===== src/rtl/mem_stage.sv =====
// mem_stage: load/store stage driving a req/ack data bus, formats load data.
// Build option: define MEM_MISALIGN_TRAP_EN to squash misaligned half/word ops.

package mem_pkg;
    typedef struct packed {
        logic       stall_req;
        logic [3:0] flush_req;
    } PipeRequest;

    typedef struct packed {
        logic stall;
        logic flush;
    } PipeControl;

    typedef struct packed {
        logic       enable;
        logic [4:0] rd;
        logic       reg_write;
        logic       mem_read;
        logic       mem_write;
        logic [2:0] funct3;
    } DecodeInfo;
endpackage

module mem_stage
    import mem_pkg::*;
(
    input  logic        clk,
    input  logic        rst,
    output PipeRequest  req,
    input  PipeControl  pipe,
    input  DecodeInfo   info,
    input  logic [31:0] alu_out,
    input  logic [31:0] r2_out,
    output logic        dmem_req,
    output logic        dmem_we,
    output logic [31:0] dmem_addr,
    output logic [3:0]  dmem_be,
    output logic [31:0] dmem_wdata,
    input  logic        dmem_ack,
    input  logic [31:0] dmem_rdata,
    output logic        misalign,
    output logic [31:0] mem_out,
    output DecodeInfo   mem_info
);

    typedef enum logic [1:0] {IDLE, BUSY, HOLD, DRAIN} state_e;

    state_e      state_q, state_d;
    logic [31:0] ld_buf_q;
    logic [31:0] mem_out_q;
    DecodeInfo   mem_info_q;
    logic        bus_we_q;
    logic [31:0] bus_addr_q;
    logic [3:0]  bus_be_q;
    logic [31:0] bus_wdata_q;

    logic        mem_op;
    logic        mis_c;
    logic        start;
    logic        req_c;
    logic        stall_c;
    logic        upd;
    logic [3:0]  be_c;
    logic [31:0] wdata_c;
    logic [31:0] raw;
    logic [7:0]  byte_c;
    logic [15:0] half_c;
    logic [31:0] fmt_c;
    logic [31:0] out_c;
    DecodeInfo   info_c;

    assign mem_op = info.enable & (info.mem_read | info.mem_write);

`ifdef MEM_MISALIGN_TRAP_EN
    assign mis_c = mem_op &
                   (((info.funct3[1:0] == 2'b01) & alu_out[0]) |
                    (info.funct3[1] & (alu_out[1:0] != 2'b00)));
`else
    assign mis_c = 1'b0;
`endif

    assign misalign = mis_c;
    assign start    = mem_op & ~pipe.flush & ~mis_c;

    // Byte-lane enables and lane-replicated store data
    always_comb begin
        be_c    = 4'b1111;
        wdata_c = r2_out;
        unique case (info.funct3[1:0])
            2'b00: begin
                be_c    = 4'b0001 << alu_out[1:0];
                wdata_c = {4{r2_out[7:0]}};
            end
            2'b01: begin
                be_c    = alu_out[1] ? 4'b1100 : 4'b0011;
                wdata_c = {2{r2_out[15:0]}};
            end
            default: begin
                be_c    = 4'b1111;
                wdata_c = r2_out;
            end
        endcase
    end

    // Load lane select and sign/zero extension; HOLD replays the buffered word
    always_comb begin
        raw    = (state_q == HOLD) ? ld_buf_q : dmem_rdata;
        byte_c = raw[{alu_out[1:0], 3'b000} +: 8];
        half_c = alu_out[1] ? raw[31:16] : raw[15:0];
        unique case (info.funct3)
            3'd0:    fmt_c = {{24{byte_c[7]}}, byte_c};
            3'd1:    fmt_c = {{16{half_c[15]}}, half_c};
            3'd4:    fmt_c = {24'b0, byte_c};
            3'd5:    fmt_c = {16'b0, half_c};
            default: fmt_c = raw;
        endcase
    end

    // Stage result and forwarded info (misaligned ops are squashed)
    always_comb begin
        info_c        = info;
        info_c.enable = info.enable & ~mis_c;
        if (!info.enable | mis_c)  out_c = '0;
        else if (info.mem_read)    out_c = fmt_c;
        else if (info.mem_write)   out_c = '0;
        else                       out_c = alu_out;
    end

    // Bus access FSM: next state and request
    always_comb begin
        state_d = state_q;
        req_c   = 1'b0;
        unique case (state_q)
            IDLE: begin
                req_c = start;
                if (start)
                    state_d = dmem_ack ? (pipe.stall ? HOLD : IDLE) : BUSY;
            end
            BUSY: begin
                req_c = 1'b1;
                if (dmem_ack)
                    state_d = (pipe.stall & ~pipe.flush) ? HOLD : IDLE;
                else if (pipe.flush)
                    state_d = DRAIN;
            end
            HOLD: begin
                if (pipe.flush | ~pipe.stall)
                    state_d = IDLE;
            end
            DRAIN: begin
                req_c = 1'b1;
                if (dmem_ack)
                    state_d = IDLE;
            end
            default: state_d = IDLE;
        endcase
    end

    assign stall_c = mem_op & ~mis_c & (state_q != HOLD) &
                     ~(dmem_ack & ((state_q == IDLE) | (state_q == BUSY)));
    assign upd     = ~pipe.stall & ~stall_c;

    // State, load buffer and the bus request captured at issue
    always_ff @(posedge clk or negedge rst) begin
        if (!rst) begin
            state_q     <= IDLE;
            ld_buf_q    <= '0;
            bus_we_q    <= 1'b0;
            bus_addr_q  <= '0;
            bus_be_q    <= '0;
            bus_wdata_q <= '0;
        end else begin
            state_q <= state_d;
            if (req_c & dmem_ack & (state_q != DRAIN))
                ld_buf_q <= dmem_rdata;
            if ((state_q == IDLE) & start) begin
                bus_we_q    <= info.mem_write;
                bus_addr_q  <= {alu_out[31:2], 2'b00};
                bus_be_q    <= be_c;
                bus_wdata_q <= wdata_c;
            end
        end
    end

    // Stage output registers; flush clears, stall holds
    always_ff @(posedge clk or negedge rst) begin
        if (!rst) begin
            mem_out_q  <= '0;
            mem_info_q <= '0;
        end else if (pipe.flush) begin
            mem_out_q  <= '0;
            mem_info_q <= '0;
        end else if (upd) begin
            mem_out_q  <= out_c;
            mem_info_q <= info_c;
        end
    end

    assign dmem_req   = req_c & rst;
    assign dmem_we    = (state_q == IDLE) ? info.mem_write : bus_we_q;
    assign dmem_addr  = (state_q == IDLE) ? {alu_out[31:2], 2'b00} : bus_addr_q;
    assign dmem_be    = (state_q == IDLE) ? be_c : bus_be_q;
    assign dmem_wdata = (state_q == IDLE) ? wdata_c : bus_wdata_q;
    assign req        = {stall_c, 4'b0000};
    assign mem_out    = mem_out_q;
    assign mem_info   = mem_info_q;

endmodule


===== config.mk =====
export PLATFORM = sky130hd
export DESIGN_NAME = mem_stage
export DESIGN_NICKNAME = d
export VERILOG_FILES = /design/src/rtl/mem_stage.sv
export SDC_FILE = /design/constraint.sdc
export NUM_CORES = 1
export LEC_CHECK = 0
export BUFFER_PORTS_ARGS = -buffer_cell sky130_fd_sc_hd__buf_2
export CAP_MARGIN = 0
export CORE_ASPECT_RATIO = 1.5
export CORE_MARGIN = 2
export CORE_UTILIZATION = 35
export DETAILED_ROUTE_END_ITERATION = 10
export GPL_ROUTABILITY_DRIVEN = 0
export REMOVE_ABC_BUFFERS = 1
export SYNTH_ARGS = -nofsm -noshare
export SYNTH_HDL_FRONTEND = slang
export SYNTH_SLANG_ARGS = --single-unit

===== constraint.sdc =====
create_clock -name clk -period 2 [get_ports clk]
set_clock_uncertainty 0.15 [all_clocks]
set_input_delay 0.2 -clock clk [delete_from_list [all_inputs] [get_ports clk]]
set_output_delay 0.2 -clock clk [all_outputs]
set_load 0.05 [all_outputs]

After elaboration in Yosys (flattened, before gate mapping)
Cells that the tools add are included.
- register bits: 145
- output and inout bits: 120
- logic and storage cells: 79
- eq/ne operators: 13
- shift-type cells: 2
- muxes and demuxes: 27
- bitwise gates (word level): 18
- reduce and logical (&&, ||, !) cells: 6
- operators by type and width (cell ; number):
    $mux 32 ; 8
    $pmux 32 s4 ; 1
    $pmux 32 s2 ; 1
    $shiftx 32x6->8 ; 1
    $mux 12 ; 2
    $mux 16 ; 1
    $mux 2 ; 8
    $and 1x1->1 ; 11
    $mux 4 ; 2
    $ne 2x2->1 const B ; 4
    $pmux 2 s4 ; 1
    $pmux 4 s2 ; 1
    $eq 3x3->1 const B ; 2
    $eq 2x1->1 const B ; 2
    $eq 2x2->1 const B ; 2
    $logic_not 2->1 ; 2
    $not 1->1 ; 4
    $reduce_and 4->1 ; 1
    $shl 1x2->4 const A ; 1
    $eq 3x1->1 const B ; 1
    $logic_not 3->1 ; 1
    $ne 3x3->1 const B ; 1
    $or 1x1->1 ; 3
    $ne 2x1->1 const B ; 1
    other kinds (4) ; 4

Logic depth before layout (Yosys ltp)
Gate-level depths: netlist (run 1).
- depth after elaboration: 9
- depth in mapped cells: 7
- gate-level depth less buffers: 5

Least setup slack after synthesis (run 1)
OpenSTA, ideal clock, no wires.
- kind: register -> output
- from: register state_q[1]
- to: output port dmem_wdata[30]
- arrival time: 2.335 ns
- setup slack: -0.685 ns
- cell stages (with the launch flop): 6
- buffers on the path: 3
- cells stage by stage: dfrtp_1 or2_2 clkbuf_1 clkbuf_1 clkbuf_1 o21ai_0
- longest elaborated chain between the ends: 2
- RTL lines (item ; RTL line ; source):
    from (decl) ; 49 ; state_e state_q, state_d;
    from (signal assigned) ; 174 ; state_q <= state_d;
    $logic_not 2->1 ; 204 ; assign dmem_wdata = (state_q == IDLE) ? wdata_c : bus_wdata_q;
    $mux 32 ; 204 ;
    to (decl) ; 39 ; output logic [31:0] dmem_wdata,
Every way passes these cells.

Worst setup path in the final report (run 1)
- from: register state_q[1]
- to: output port dmem_addr[5]
- longest elaborated chain between the ends: 2
- RTL lines (item ; RTL line ; source):
    $logic_not 2->1 ; 202 ; assign dmem_addr = (state_q == IDLE) ? {alu_out[31:2], 2'b00} : bus_addr_q;
    $mux 32 ; 202 ;
    to (decl) ; 37 ; output logic [31:0] dmem_addr,
Every way passes these cells.

==> qor.yml, run 1 <==
nNetsFinal: 1370
maxSlewViolCount: 0
first_pass_iteration_count_of_the_detailed_router: 5
tns_ns: -19.03
cp.required_ns: 1.65
power.static_leakage_nw: 6.51
netlist_top_cells_area: "dfrtp_1 (47%), nand2_1 (16%), mux2i_1 (9.0%), o21ai_0 (5.4%), mux2_2 (4.8%)"
final_period_util_pct: 114
postRouteWirelength_um: 30500
critical_path.cell_chain: "buf_6 -> or2_4 -> buf_12 -> buf_12 -> buf_6 -> nand2_1 -> nand2_1 -> buf_6"
number_of_antenna_violations_at_the_first_check_in_global_routing: 1
switchingPower_mw: 4.08
status: "complete, but fails checks"
clock_power_share_pct: 28.6
die_width_um: 125
worst-path-buf-inv: 5
clock_sink_count: 145
die_h_um: 185
register_area_um2: 3630
syn-instance-count: 885
place.port_buffers: 225
place_area_um2: 9480
clk_latency_ns: 0.43
synth_area_per_cell_um2: 8.66
final_design_area_no_fill_um2: 13000
synth_top_area_share_pct: 47.3
crit_slowest_cell: "dfrtp_1"
synth.largest_area_cell: "dfrtp_1"
synth_flop_cell: "dfrtp_1"
tightest_slew_ns: 0.764
die_area_um2: 23100
failed_checks: "setup timing"
final_antenna_net_count: 0
area.growth.synth_to_final_pct: 69.8
worst_path_class_setup: "reg2out"
timing.hold.worst.class: "in2reg"
grt_setup_unrepaired: "yes"
slowest_delay_ns: 0.40
hpwlAfterDp_um: 18200
cpLargestDelayFamily: "buffers and inverters"
synth.cell_area_um2: 7670
pwr-share-seq_pct: 33.8
synth-edff-count: 0
cts_root_buf: "clkbuf_16"
footprint_of_the_multi_input_gates_um2: 4590
final_cells: 1544
setup-violations-final: 144
tritoncts: "yes"
average_detailed_routed_wire_length_per_instance_um: 19.8
fmax_ghz: 0.437
drive_above_1_share_pct: 42.0
placementRows: 66
yosys_register_bits: 145
vdd.ir_drop.worst_mv: 0.546
grt_start_max_net_pins: 84
final.fill_count: 1761
start_util_pct: 35.4
minimum_clock_period_after_layout_ns: 2.29
synth.cells.most_frequent: "nand2_1 (325), dfrtp_1 (145), o21ai_0 (82), mux2i_1 (69), clkbuf_1 (36)"
overflow: 0
pin_count: 233
vias_per_cell: 5.20
synthDistinctLibCells: 44
power_report.internal_total_mw: 7.17
async_flop_share_pct: 100
fin_ws_ns: -0.286
crit_path_frequent_cell: "buf_6"
startpoint_type: "flip-flop"
cp-end-kind: "primary output"
comb_power_share_pct: 37.6
power.switching_fraction_pct: 36.3
cts.path.max_buffers: 2
yosysMostFrequentCell: "nand2_1"
first_global_vias: 7996
track_usage_pct: 23.8
first_pass_grt_wire_length_um: 43000
numCtsBuffers: 17
synthesis.yosys.warnings: 0
cellPowerDensity_nw_per_um2: 864
detailroute.via_count: 8032
clk_transition_reported_paths_ns: 0.06
pre_cts_setup_slack_ns: 0.0392
placed_cells: 1375
synth.yosys.seq_area_share_pct: 47.3
cts.htree.levels: 4
drc: 0
drv_cap: 0
tightest_slew_margin_relative_to_the_limit_pct: 48.7
worst-path-max-fanout: 6
first_drt_iteration_drcs: 549
cp_data_arrival_time_ns: 1.94
timing.final.hold_violations: 0
core_area_um2: 21600
## flip-flops by register name (all words and copies together), names as in the netlist
| signal | count |
|---|---|
| state_q | 2 |
| bus_be_q | 4 |
| bus_wdata_q | 32 |
| mem_out | 32 |
| ld_buf_q | 32 |
| bus_we_q | 1 |
| mem_info | 12 |
| bus_addr_q | 30 |
## cell families after synthesis
kind of cell	synth area share [%]
multiplexers	14.4
AND/OR/NAND/NOR	20.5
flip-flops	47.3
AO/OA/AOI/OAI	13.3
buffers and inverters	4.39
other	0.0489
## layout by cell type, fill, tap and decap left out, types with 4 or more instances in the layout
cell	instances
o21ai_2	25
a21oi_1	11
buf_4	39
buf_8	16
dlygate4sd3_1	98
clkinv_2	4
buf_12	22
nand2_4	19
clkbuf_16	26
a22oi_1	25
dfrtp_1	145
mux2i_1	66
buf_6	72
o21ai_4	15
o21ai_1	20
nand2_2	58
nand2_1	247
nor2_1	29
conb_1	7
clkinvlp_4	5
and2_1	14
a22o_1	7
o21ai_0	35
a22oi_2	6
mux2_4	33
a32oi_1	6
buf_2	155
inv_1	5
## path summary, 6_finish.rpt
check | end | cells past startpoint | from | slack (ns)
min reg2reg | bus_wdata_q[7] | 2 | bus_wdata_q[7] | 0.32
max reg2reg | mem_out[26] | 10 | state_q[1] | -0.17
max | dmem_addr[5] | 8 | state_q[1] | -0.29
min in group asynchronous | ld_buf_q[2] | 3 | rst | 0.21
max in group asynchronous | bus_wdata_q[7] | 3 | rst | 1.08
min | bus_wdata_q[13] | 3 | r2_out[13] | 0.01
## per-layer routing
layer	track usage, %	share of wire [%]	vias to the layer above
met2	42.1	52	298
met1	27.6	39	3920
met5	0	0	-
li1	-	-	3727
met4	13.0	4.7	0
met3	3.90	4.1	87
## worst min-delay path, stage by stage
cell	delay, ns
buf_2	0.09
mux2i_1	0.09
o21ai_0	0.17
## final cells by class
type                       count  share of cell area, %
clock buffer                  19                   3.48
antenna                        2                 0.0384
tap                          272                   2.61
timing repair buffer         414                   29.6
clock inverter                13                   1.04
inverter                       5                  0.144
sequential                   145                   27.9
multi-input combinational    674                   35.2
## what timing repair did
action,in CTS,in global routing
setup buffers,9,13
setup endpoints to repair,68,155
gates cloned,5,12
hold buffers,98,0
pin swaps,14,34
hold endpoints to repair,273,0
gates resized for setup,237,208
## metrics by stage
stage | hold WS [ns] | total power [mW] | utilization, %
finish | 0.00982 | 11.2 | 60.2
global route | 0.00728 | 11.7 | 60.2
CTS | 0.0000822 | 10.7 | 55.3
detailed placement | 0.117 | 6.73 | 43.8
global placement | 0.119 | 6.67 | 43.8
floorplan | -0.246 | 5.70 | -
## power groups by stage
stage	Sequential [mW]	Combinational, mW	Clock [mW]
6_report	3.80	4.23	3.22
3_5_place_dp	3.79	2.94	0
3_3_place_gp	3.77	2.91	0
4_1_cts	3.74	3.68	3.25
5_1_grt	3.86	4.48	3.39
2_1_floorplan	3.87	1.83	0
(Power assumes the default switching activity.)
==> run 2: changes to the inputs <==
CORE_UTILIZATION = 56   (was 35)
PLACE_DENSITY = 0.86   (was unset)
clock period = 2.84 ns   (was 2 ns; I/O delays follow)
==> run 2 against run 1 <==
- the flow now finishes without violations
- global-route usage increased by 10 points
- largest power group is now registers
- core utilization is 16 points higher
- first-iteration DRC count decreased by 13%
- sequential share of layout area increased by 7.4 points
- cell count is 14% lower
- combinational power decreased by 51%
- cell area is 21% lower
- largest cell class unchanged
- clock-buffer cell count is 1 higher
- sequential cell count did not move
- sequential power fell by 30%
- routed wire length fell by 20%
- hold slack improved by 0.014 ns
==> qor.yml, run 2 (synthesized netlist as in run 1, its figures left out) <==
setup-violations-final: 0  # -100%
fmax_ghz: 0.372
worst-path-buf-inv: 2  # -3
vias_per_cell: 5.81  # +12%
crit-reg2reg-launch: "state_q[0]"
final_period_util_pct: 94.5
timing.final.hold_violations: 0  # unchanged
timing.hold.worst.class: "in2reg"
reg2reg_depth: 5  # -5
worstHoldPathCells: 2  # -1
minimum_clock_period_after_layout_ns: 2.68
power.switching_fraction_pct: 36.1  # -0.14 points
worst_hold_path.endpoint: "ld_buf_q[24]"
post_cts.resized_instances: 0  # -100%
cellPowerDensity_nw_per_um2: 689  # -20%
tns_ns: 0  # +19.03 ns
r2r_slack_ns: 0.34  # +0.51 ns
overflow: 0  # unchanged
drive_above_1_share_pct: 27.4  # -15 points
worst-path-max-fanout: 94  # +88
cts_root_buf: "clkbuf_16"
switchingPower_mw: 2.56  # -37%
maxSlewViolCount: 0  # unchanged
worstHoldStart: "dmem_rdata[24]"
cts.htree.levels: 4  # unchanged
tightest_slew_margin_relative_to_the_limit_pct: 33.6  # -15 points
die_width_um: 99.5  # -20%
place.port_buffers: 225  # unchanged
critical_path.cell_chain: "dlygate4sd3_1 -> buf_2 -> o21ai_1 -> or2_4 -> nand2_1 -> o21ai_0"
worst_path_class_setup: "in2reg"
cp_data_arrival_time_ns: 2.83  # +0.89 ns
drv_cap: 0  # unchanged
layout_commonest_cell: "nand2_1"
first_drt_iteration_drcs: 479  # -13%
vdd.ir_drop.worst_mv: 0.382  # -30%
placementRows: 52  # -21%
pin_count: 233  # unchanged
cts.path.max_buffers: 2  # unchanged
startpoint_type: "primary input"
start_util_pct: 56.9  # +21 points
hpwlAfterDp_um: 15300  # -16%
worst_setup_path_startpoint: "info[3]"
clk_latency_ns: 0.42  # about the same
cp.required_ns: 2.99  # +1.34 ns
drc: 0  # unchanged
post-layout-total-power_mw: 7.09  # -37%
power_report.internal_total_mw: 4.53  # -37%
track_usage_pct: 33.9  # +10 points
comb_power_share_pct: 29.3  # -8.3 points
post_cts_repair_setup_buffers: 0  # -9
slowest_delay_ns: 0.86  # +0.46 ns
number_of_antenna_violations_at_the_first_check_in_global_routing: 0  # -1
tightest_slew_ns: 0.996  # +0.232 ns
status: "finished clean"
r2r-end: "mem_out[28]"
die_h_um: 147  # -20%
first_pass_iteration_count_of_the_detailed_router: 6  # +1
first_global_vias: 7782  # -2.7%
die_area_um2: 14700  # -37%
clk_transition_reported_paths_ns: 0.07  # about the same
core_area_um2: 13500  # -38%
final_antenna_net_count: 0  # unchanged
cpLargestDelayFamily: "simple AND/OR/NAND/NOR gates"
power.static_leakage_nw: 5.44  # -16%
layout.cells.most_common_list: "nand2_1 (325), buf_2 (224), dfrtp_1 (145)"
grt_start_max_net_pins: 146  # +74%
pwr-share-seq_pct: 37.4  # +3.6 points
first_pass_grt_wire_length_um: 39200  # -8.9%
nNetsFinal: 1273  # -7.1%
tritoncts: "yes"
clock_sink_count: 145  # unchanged
cp-end-kind: "flip-flop"
area.growth.synth_to_final_pct: 34.3
detailroute.via_count: 7751  # -3.5%
crit_slowest_cell: "or2_4"
grt_setup_unrepaired: "no"
postRouteWirelength_um: 24500  # -20%
numCtsBuffers: 17  # unchanged
average_detailed_routed_wire_length_per_instance_um: 18.3  # -7.2%
clock_power_share_pct: 33.3  # +4.7 points
num_antenna_cells: 0  # -2
-- run 2: repair_timing --
action | CTS | global route
hold endpoints to repair | 238 | 0
setup endpoints to repair | 0 | 0
hold buffers | 75 | 0
-- run 2: per-stage QoR --
step	cells	cell area, um^2	hold WS (ns)	setup slack [ns]	utilization [%]
floorplan	823	7370	-0.162	-0.204	-
finish	1335	10300	0.0234	0.155	76.4
detailed placement	1228	8930	0.312	0.333	66.3
global route	1335	10300	0.0118	0.0529	76.4
CTS	1335	10300	0.000874	0.299	76.4
global placement	1228	8930	0.307	0.434	66.3
-- run 2: power by group through the flow --
stage          registers (mW)  logic (mW)  clock network (mW)
2_1_floorplan            2.73        1.29                   0
3_3_place_gp             2.65        1.91                   0
3_5_place_dp             2.67        1.95                   0
4_1_cts                  2.64        2.04                2.36
5_1_grt                  2.69        2.23                2.46
6_report                 2.65        2.08                2.36
-- run 2: layer usage --
| metal | routed length, um | share of wire (%) | global-route usage (%) |
|---|---|---|---|
| met1 | 9070 | 37 | 40.4 |
| met2 | 12400 | 50 | 56.2 |
| met4 | 1420 | 5.8 | 21.0 |
| met5 | 0 | 0 | 0 |
| met3 | 1640 | 6.7 | 6.23 |
-- run 2: how the worst max path moves through the flow --
stage,to,depth (start not counted)
final,bus_wdata_q[31],6
after global routing,bus_wdata_q[31],6
after CTS,dmem_addr[7],5
after detailed placement,mem_out[16],5
after global placement,mem_out[27],5
after floorplan,mem_out[10],5
-- run 2: final cells by class --
class / instances / area [um^2]
Tap cell: 162 / 203
Multi-Input combinational cell: 673 / 3760
Timing Repair Buffer: 318 / 2070
Clock buffer: 20 / 457
Sequential cell: 145 / 3630
Fill cell: 944 / 3170
Inverter: 5 / 18.8
Clock inverter: 12 / 158
